[src/rtl/load_store_unit_pkg.sv]
`default_nettype none
// +--------------------------------------------------------------------------+
// | Module      : load_store_unit_pkg                                        |
// | Description : Shared size encodings, FSM state encoding and byte/lane    |
// |               mask helpers for the load/store unit.                      |
// | Revision    : 1.0  initial release                                       |
// +--------------------------------------------------------------------------+
package load_store_unit_pkg;

  // Access size encodings; 2'b11 falls into the word branch wherever decoded.
  localparam logic [1:0] SIZE_B = 2'b00;
  localparam logic [1:0] SIZE_H = 2'b01;
  localparam logic [1:0] SIZE_W = 2'b10;

  typedef enum logic [1:0] {
    ST_IDLE = 2'd0,
    ST_ACC1 = 2'd1,
    ST_ACC2 = 2'd2,
    ST_DONE = 2'd3
  } lsu_state_e;

  // Number of bytes moved by an access of the given size (1, 2 or 4).
  function automatic logic [2:0] size_bytes(input logic [1:0] size);
    logic [2:0] n;
    case (size)
      SIZE_B:  n = 3'd1;
      SIZE_H:  n = 3'd2;
      SIZE_W:  n = 3'd4;
      default: n = 3'd4;
    endcase
    return n;
  endfunction

  // One strobe bit per byte lane, the low nbytes lanes set.
  function automatic logic [3:0] lane_mask(input logic [2:0] nbytes);
    logic [3:0] m;
    case (nbytes)
      3'd0:    m = 4'b0000;
      3'd1:    m = 4'b0001;
      3'd2:    m = 4'b0011;
      3'd3:    m = 4'b0111;
      default: m = 4'b1111;
    endcase
    return m;
  endfunction

  // Bit mask covering the low nbytes bytes of a word.
  function automatic logic [31:0] byte_mask(input logic [2:0] nbytes);
    logic [3:0]  lm;
    logic [31:0] m;
    lm = lane_mask(nbytes);
    for (int i = 0; i < 4; i++) begin
      m[8*i +: 8] = {8{lm[i]}};
    end
    return m;
  endfunction

endpackage
`default_nettype wire

[src/rtl/lsu_align.sv]
`default_nettype none
// +--------------------------------------------------------------------------+
// | Module      : lsu_align                                                  |
// | Description : Combinational alignment datapath. For the current memory   |
// |               cycle (first or second word) produces lane strobes, the    |
// |               shifted store data and the merged load capture buffer, and |
// |               sign/zero-extends the merged load result.                  |
// | Ports       : i_size/i_unsigned/i_off - latched access shape             |
// |               i_second    - 1 while accessing the second word            |
// |               i_wdata     - right-justified store data                   |
// |               i_mem_rdata - memory read data (already shifted by offset) |
// |               i_buf       - capture buffer holding first-word bytes      |
// |               o_split     - access spans two words                       |
// |               o_wstrb     - lane strobes for this memory cycle           |
// |               o_wdata     - lane-aligned store data for this cycle       |
// |               o_buf_next  - capture buffer after merging this cycle      |
// |               o_ext       - o_buf_next extended to 32 bits               |
// | Revision    : 1.0  initial release                                       |
// +--------------------------------------------------------------------------+
module lsu_align
  import load_store_unit_pkg::*;
(
  input  logic [1:0]  i_size,
  input  logic        i_unsigned,
  input  logic [1:0]  i_off,
  input  logic        i_second,
  input  logic [31:0] i_wdata,
  input  logic [31:0] i_mem_rdata,
  input  logic [31:0] i_buf,
  output logic        o_split,
  output logic [3:0]  o_wstrb,
  output logic [31:0] o_wdata,
  output logic [31:0] o_buf_next,
  output logic [31:0] o_ext
);

  logic [2:0]  w_n;      // total bytes
  logic [2:0]  w_first;  // bytes reachable in the first word: 4 - off
  logic [2:0]  w_n1;     // bytes moved in the first cycle
  logic [2:0]  w_n2;     // bytes left for the second cycle
  logic [5:0]  w_sh;     // bit distance between first-word and second-word bytes
  logic [31:0] w_buf;

  assign w_n     = size_bytes(i_size);
  assign w_first = 3'd4 - {1'b0, i_off};
  assign w_n1    = (w_n < w_first) ? w_n : w_first;
  assign w_n2    = w_n - w_n1;
  assign w_sh    = {w_first, 3'b000};
  assign o_split = ({1'b0, i_off} + w_n) > 3'd4;

  always_comb begin
    o_wstrb = 4'b0000;
    o_wdata = i_wdata;
    w_buf   = '0;
    if (i_second) begin
      // Bytes already written/read in the first word are dropped from the
      // store data and stacked above the first-word bytes for loads.
      o_wstrb = lane_mask(w_n2);
      o_wdata = i_wdata >> w_sh;
      w_buf   = i_buf | ((i_mem_rdata << w_sh) & byte_mask(w_n));
    end else begin
      o_wstrb = lane_mask(w_n1);
      o_wdata = i_wdata;
      w_buf   = i_mem_rdata & byte_mask(w_n1);
    end
  end

  always_comb begin
    o_ext = w_buf;
    case (i_size)
      SIZE_B:  o_ext = i_unsigned ? {24'h0, w_buf[7:0]}  : {{24{w_buf[7]}}, w_buf[7:0]};
      SIZE_H:  o_ext = i_unsigned ? {16'h0, w_buf[15:0]} : {{16{w_buf[15]}}, w_buf[15:0]};
      default: o_ext = w_buf;
    endcase
  end

  assign o_buf_next = w_buf;

endmodule
`default_nettype wire

[src/rtl/load_store_unit.sv]
`default_nettype none
// +--------------------------------------------------------------------------+
// | Module      : load_store_unit                                            |
// | Description : Byte/half/word load-store unit in front of a word memory.  |
// |               Misaligned accesses that cross a word boundary are split   |
// |               into two memory cycles; one response pulse per access.     |
// | Ports       : clk, rst            - clock, synchronous active-high reset |
// |               req_*               - core request (valid/ready handshake) |
// |               resp_*              - completion pulse, load data, split   |
// |               mem_*               - word memory port, byte-lane strobes  |
// | Revision    : 1.0  initial release                                       |
// +--------------------------------------------------------------------------+
module load_store_unit
  import load_store_unit_pkg::*;
(
  input  logic        clk,
  input  logic        rst,
  input  logic        req_valid,
  output logic        req_ready,
  input  logic        req_write,
  input  logic [1:0]  req_size,
  input  logic        req_unsigned,
  input  logic [31:0] req_addr,
  input  logic [31:0] req_wdata,
  output logic        resp_valid,
  output logic [31:0] resp_rdata,
  output logic        resp_split,
  output logic [31:0] mem_addr,
  output logic [31:0] mem_wdata,
  output logic [3:0]  mem_wenable,
  input  logic [31:0] mem_rdata
);

  lsu_state_e  r_state;
  lsu_state_e  w_state_next;

  logic [31:0] r_addr;
  logic        r_write;
  logic [1:0]  r_size;
  logic        r_unsigned;
  logic [31:0] r_wdata;
  logic [31:0] r_buf;
  logic [31:0] r_rdata;
  logic        r_split;

  logic        w_accept;
  logic        w_capture;
  logic        w_finish;
  logic [3:0]  w_wen;
  logic        w_second;
  logic        w_split;
  logic [3:0]  w_wstrb;
  logic [31:0] w_wdata_al;
  logic [31:0] w_buf_next;
  logic [31:0] w_ext;

  assign w_second = (r_state == ST_ACC2);

  lsu_align u_align (
    .i_size      (r_size),
    .i_unsigned  (r_unsigned),
    .i_off       (r_addr[1:0]),
    .i_second    (w_second),
    .i_wdata     (r_wdata),
    .i_mem_rdata (mem_rdata),
    .i_buf       (r_buf),
    .o_split     (w_split),
    .o_wstrb     (w_wstrb),
    .o_wdata     (w_wdata_al),
    .o_buf_next  (w_buf_next),
    .o_ext       (w_ext)
  );

  always_ff @(posedge clk) begin
    if (rst) begin
      r_state <= ST_IDLE;
    end else begin
      r_state <= w_state_next;
    end
  end

  always_comb begin
    w_state_next = r_state;
    w_accept     = 1'b0;
    w_capture    = 1'b0;
    w_finish     = 1'b0;
    w_wen        = 4'b0000;
    case (r_state)
      ST_IDLE: begin
        if (req_valid) begin
          w_accept     = 1'b1;
          w_state_next = ST_ACC1;
        end
      end
      ST_ACC1: begin
        w_capture = ~r_write;
        w_wen     = r_write ? w_wstrb : 4'b0000;
        if (w_split) begin
          w_state_next = ST_ACC2;
        end else begin
          w_state_next = ST_DONE;
          w_finish     = 1'b1;
        end
      end
      ST_ACC2: begin
        w_capture    = ~r_write;
        w_wen        = r_write ? w_wstrb : 4'b0000;
        w_state_next = ST_DONE;
        w_finish     = 1'b1;
      end
      ST_DONE: begin
        w_state_next = ST_IDLE;
      end
      default: begin
        w_state_next = ST_IDLE;
      end
    endcase
  end

  always_ff @(posedge clk) begin
    if (rst) begin
      r_addr     <= '0;
      r_write    <= 1'b0;
      r_size     <= SIZE_B;
      r_unsigned <= 1'b0;
      r_wdata    <= '0;
      r_buf      <= '0;
      r_rdata    <= '0;
      r_split    <= 1'b0;
    end else begin
      if (w_accept) begin
        r_addr     <= req_addr;
        r_write    <= req_write;
        r_size     <= req_size;
        r_unsigned <= req_unsigned;
        r_wdata    <= req_wdata;
      end
      if (w_capture) begin
        r_buf <= w_buf_next;
      end
      // The response is registered as the last memory cycle retires so it
      // is stable for the whole DONE cycle and held afterwards.
      if (w_finish) begin
        r_rdata <= r_write ? 32'h0 : w_ext;
        r_split <= w_second;
      end
    end
  end

  assign req_ready   = (r_state == ST_IDLE);
  assign resp_valid  = (r_state == ST_DONE);
  assign resp_rdata  = r_rdata;
  assign resp_split  = r_split;
  // Second word address wraps naturally through the 30-bit word index.
  assign mem_addr    = w_second ? {r_addr[31:2] + 30'd1, 2'b00} : r_addr;
  assign mem_wdata   = w_wdata_al;
  // Gate strobes with reset so no write can commit on a reset edge.
  assign mem_wenable = rst ? 4'b0000 : w_wen;

endmodule
`default_nettype wire

[config.mk]
export PLATFORM = sky130hd
export DESIGN_NAME = load_store_unit
export DESIGN_NICKNAME = d
export VERILOG_FILES = /design/src/rtl/load_store_unit_pkg.sv /design/src/rtl/lsu_align.sv /design/src/rtl/load_store_unit.sv
export SDC_FILE = /design/constraint.sdc
export NUM_CORES = 1
export LEC_CHECK = 0
export CAP_MARGIN = 20
export CORE_MARGIN = 2
export CORE_UTILIZATION = 49
export CTS_BUF_LIST = sky130_fd_sc_hd__clkbuf_16
export CTS_CLUSTER_SIZE = 10
export DETAILED_ROUTE_END_ITERATION = 7
export DONT_BUFFER_PORTS = 1
export MAX_ROUTING_LAYER = met4
export PLACE_DENSITY_LB_ADDON = 0.1
export SYNTH_ARGS = -nofsm -noshare
export SYNTH_HDL_FRONTEND = slang
export SYNTH_SLANG_ARGS = --single-unit
[constraint.sdc]
create_clock -name clk -period 7.75 [get_ports clk]
set_input_delay 1.55 -clock clk [delete_from_list [all_inputs] [get_ports clk]]
set_output_delay 1.55 -clock clk [all_outputs]
set_load 0.05 [all_outputs]
==> flow_metrics.env <==
export IMPL_status="completed"
export IMPL_tns_ns=0
export IMPL_peakVddDrop_uv=477
export IMPL_skew_ns=0.00841
export IMPL_worst_pin_slew_ns=1.17
export IMPL_min_path_cells=2
export IMPL_yosys_top_cells_count="nand2_1, dfxtp_1, a21oi_1, nor2_1, clkbuf_1"
export IMPL_highest_layer="met4"
export IMPL_cts_buffers=17
export IMPL_endpoint_kind="primary output"
export IMPL_final_nets=1016
export IMPL_drive_gt1_share_pct=9.20
export IMPL_rsz0062_at_grt="false"
export IMPL_pin_count=206
export IMPL_critPathRequiredTime_ns=6.20
export IMPL_die_w_um=126
export IMPL_synth_area_um2=7320
export IMPL_met3WireLength_mm=1.87
export IMPL_numPortBuffers=0
export IMPL_hold_viol=0
export IMPL_nFillCells=1338
export IMPL_ys_async_sr_fraction_pct=0
export IMPL_finalCriticalPeriod_ns=6.41
export IMPL_routedWlPerCell_um=19.9
export IMPL_switching_share_pct=48.2
export IMPL_yosysTopAreaCell="dfxtp_1"
export IMPL_n_antenna_cell=0
export IMPL_routed_wl_mm=21.8
export IMPL_syn_to_final_growth_pct=10.2
export IMPL_cp_start_kind="register"
export IMPL_grt_overflow=0
export IMPL_cts_root_buf="clkbuf_16"
export IMPL_rows=44
export IMPL_first_pass_iters=6
export IMPL_grt_pass1_wl_mm=34.3
export IMPL_ys_top_cells_by_area="dfxtp_1, nand2_1, a21oi_1"
export IMPL_synth_edf_count=0
export IMPL_cts_resized=0
export IMPL_synth_ff_latch_count=135
export IMPL_wl_met2_mm=9.48
export IMPL_htreeDepth=4
export IMPL_syn_area_per_cell_um2=7.81
export IMPL_dieArea_um2=15900
export IMPL_clock_sinks=135
export IMPL_synth_nets=1054
export IMPL_start_util_pct=50.2
export IMPL_wirelength_met1_mm=9.93
export IMPL_die_h_um=126
export IMPL_grt_max_degree=108
export IMPL_synth_main_ff_cell="dfxtp_1"
export IMPL_r2r_cells=9
export IMPL_max_freq_mhz=156
export IMPL_yosysSeqAreaShare_pct=36.9
export IMPL_synth_distinct_cells=61
export IMPL_clk_path_buf_depth=2
export IMPL_reg2reg_from="r_size[1]"
export IMPL_min_from="r_buf[7]"
export IMPL_holdPathEnd="r_buf[7]"
export IMPL_finalCritPeriodShare_pct=82.7
export IMPL_r2r_slack_ns=3.85
export IMPL_clkPwrFrac_pct=25.0
export IMPL_p_leak_nw=3.00
export IMPL_clk_pin_slew_ns=0.06
export IMPL_arrival_ns=4.86
export IMPL_post_route_drc_count=0
export IMPL_final_max_slew_viol_count=0
export IMPL_dp_cells=1063
export IMPL_vias=6742
export IMPL_p_seq_share_pct=31.7
export IMPL_synth_top_area_share_pct=36.9
export IMPL_grt_usage_pct=27.6
export IMPL_power_switching_mw=1.70
export IMPL_hpwl_mm=15.4
export IMPL_fp_coreArea_um2=14600
export IMPL_ant_nets=0
export IMPL_final_cells=1097
export IMPL_maxCapViolations=0
export IMPL_clock_latency_ns=0.42
export IMPL_vias_per_cell=6.15
export IMPL_grt_antenna_before_repair=0
export IMPL_postCtsSetupBuffers=0
export IMPL_internal_power_mw=1.83
export IMPL_gp_congestion=0.933
export IMPL_path_class="register to primary output"
export IMPL_slew_headroom_pct=21.4
export IMPL_setup_violations=0
export IMPL_r2r_end="resp_rdata[20]"
export IMPL_grt_pass1_vias=6214
export IMPL_ys_warn_count=0
export IMPL_power_density_nw_per_um2=438
export IMPL_syn_instance_count=938
export IMPL_ctsHoldBuffers=0
export IMPL_combPwrFrac_pct=43.2
export IMPL_critPathMaxFanout=17
export IMPL_yosysMostFrequentCell="nand2_1"
export IMPL_drt_iter0_markers=584
export IMPL_hp_class="register to register"
export IMPL_cts_tree="yes"
## area by class of cell
class	instances	area, µm²	share of cell area, %
repair buffers	11	95.1	1.18
clock buffers	17	425	5.27
multi-input cells	711	4310	53.4
clock inverters	15	218	2.70
flip-flops and latches	135	2700	33.5
inverters	24	90.1	1.12
well taps	184	230	2.85
## cells in the final DEF (no fill, tap or decap), types with 8 or more instances in the layout
master       n
nor3_1      21
inv_1       21
o21ai_0     11
o31ai_1      8
a211o_1      8
nand2_1    213
o21ai_1     10
clkbuf_16   17
a41o_1       8
nand3_1      9
a21o_1       8
mux2i_1     19
o211ai_1     8
a22oi_1     22
o22ai_1      8
dfxtp_1    134
and2_1      12
xor2_1      11
nor2_1      68
xnor2_1     20
ha_1        11
buf_4        9
nor2b_1     14
a221o_1     10
a221oi_1    17
mux2_2      18
a21oi_1     96
o21a_1       9
## sequential cells by signal, indices dropped and copies added, names as in the netlist
register,flops
resp_split,1
r_write,1
r_size,2
r_wdata,32
r_buf,32
r_state,2
r_addr,32
r_unsigned,1
resp_rdata,32
## through the flow
step | utilization, % | hold slack (ns) | setup WS, ns | power [mW] | area [µm²]
floorplan | - | 0.436 | 1.27 | 2.33 | 7320
global placement | 50.6 | 0.441 | 2.04 | 2.58 | 7380
detailed placement | 50.7 | 0.447 | 1.86 | 2.63 | 7400
CTS | 55.1 | 0.457 | 1.40 | 3.51 | 8040
global route | 55.3 | 0.477 | 1.07 | 3.73 | 8070
finish | 55.3 | 0.454 | 1.34 | 3.53 | 8070
## worst max-delay path, stage by stage (launching register included)
cell,delay (ns)
dfxtp_1,0.34
nor2_2,0.23
clkinv_1,0.39
ha_1,0.60
nor3b_1,0.27
nor2_1,0.21
o21ai_1,0.18
o21ai_0,0.22
ha_1,0.18
inv_1,0.05
fa_1,0.38
xor2_1,0.16
and2_1,0.21
nor2b_1,0.17
a211oi_2,0.84
## how the worst max path moves through the flow
stage	startpoint	endpoint	cells after the start
2_1_floorplan	r_addr[0]	mem_wenable[0]	19
3_3_place_gp	r_size[1]	mem_wenable[0]	14
3_5_place_dp	r_size[1]	mem_wenable[0]	14
4_1_cts	r_size[1]	mem_wenable[0]	14
5_1_grt	r_size[1]	mem_wenable[0]	14
6_report	r_size[1]	mem_wenable[0]	14
## cells by family after synthesis
family | after synthesis | share of synthesized area (%)
muxes | 37 | 5.37
adders and majority gates | 13 | 2.32
xor gates and xnor gates | 31 | 3.71
DFF | 135 | 36.9
and+or+nand+nor | 378 | 22.8
buffers and inverters | 92 | 4.92
AOI/OAI and AO/OA | 252 | 23.9
## power groups by stage
stage          clock, mW  combinational (mW)  sequential, mW
2_1_floorplan          0                1.24            1.09
3_3_place_gp           0                1.45            1.12
3_5_place_dp           0                1.49            1.13
4_1_cts            0.897                1.50            1.12
5_1_grt            0.928                1.66            1.14
6_report           0.885                1.53            1.12
## routing by layer
layer / GRT usage, % / vias up
met5: - / -
met4: 10.0 / 0
met3: 8.24 / 42
met2: 38.8 / 296
met1: 37.6 / 3178
li1: - / 3226
Power figures use the tool's default switching activity.
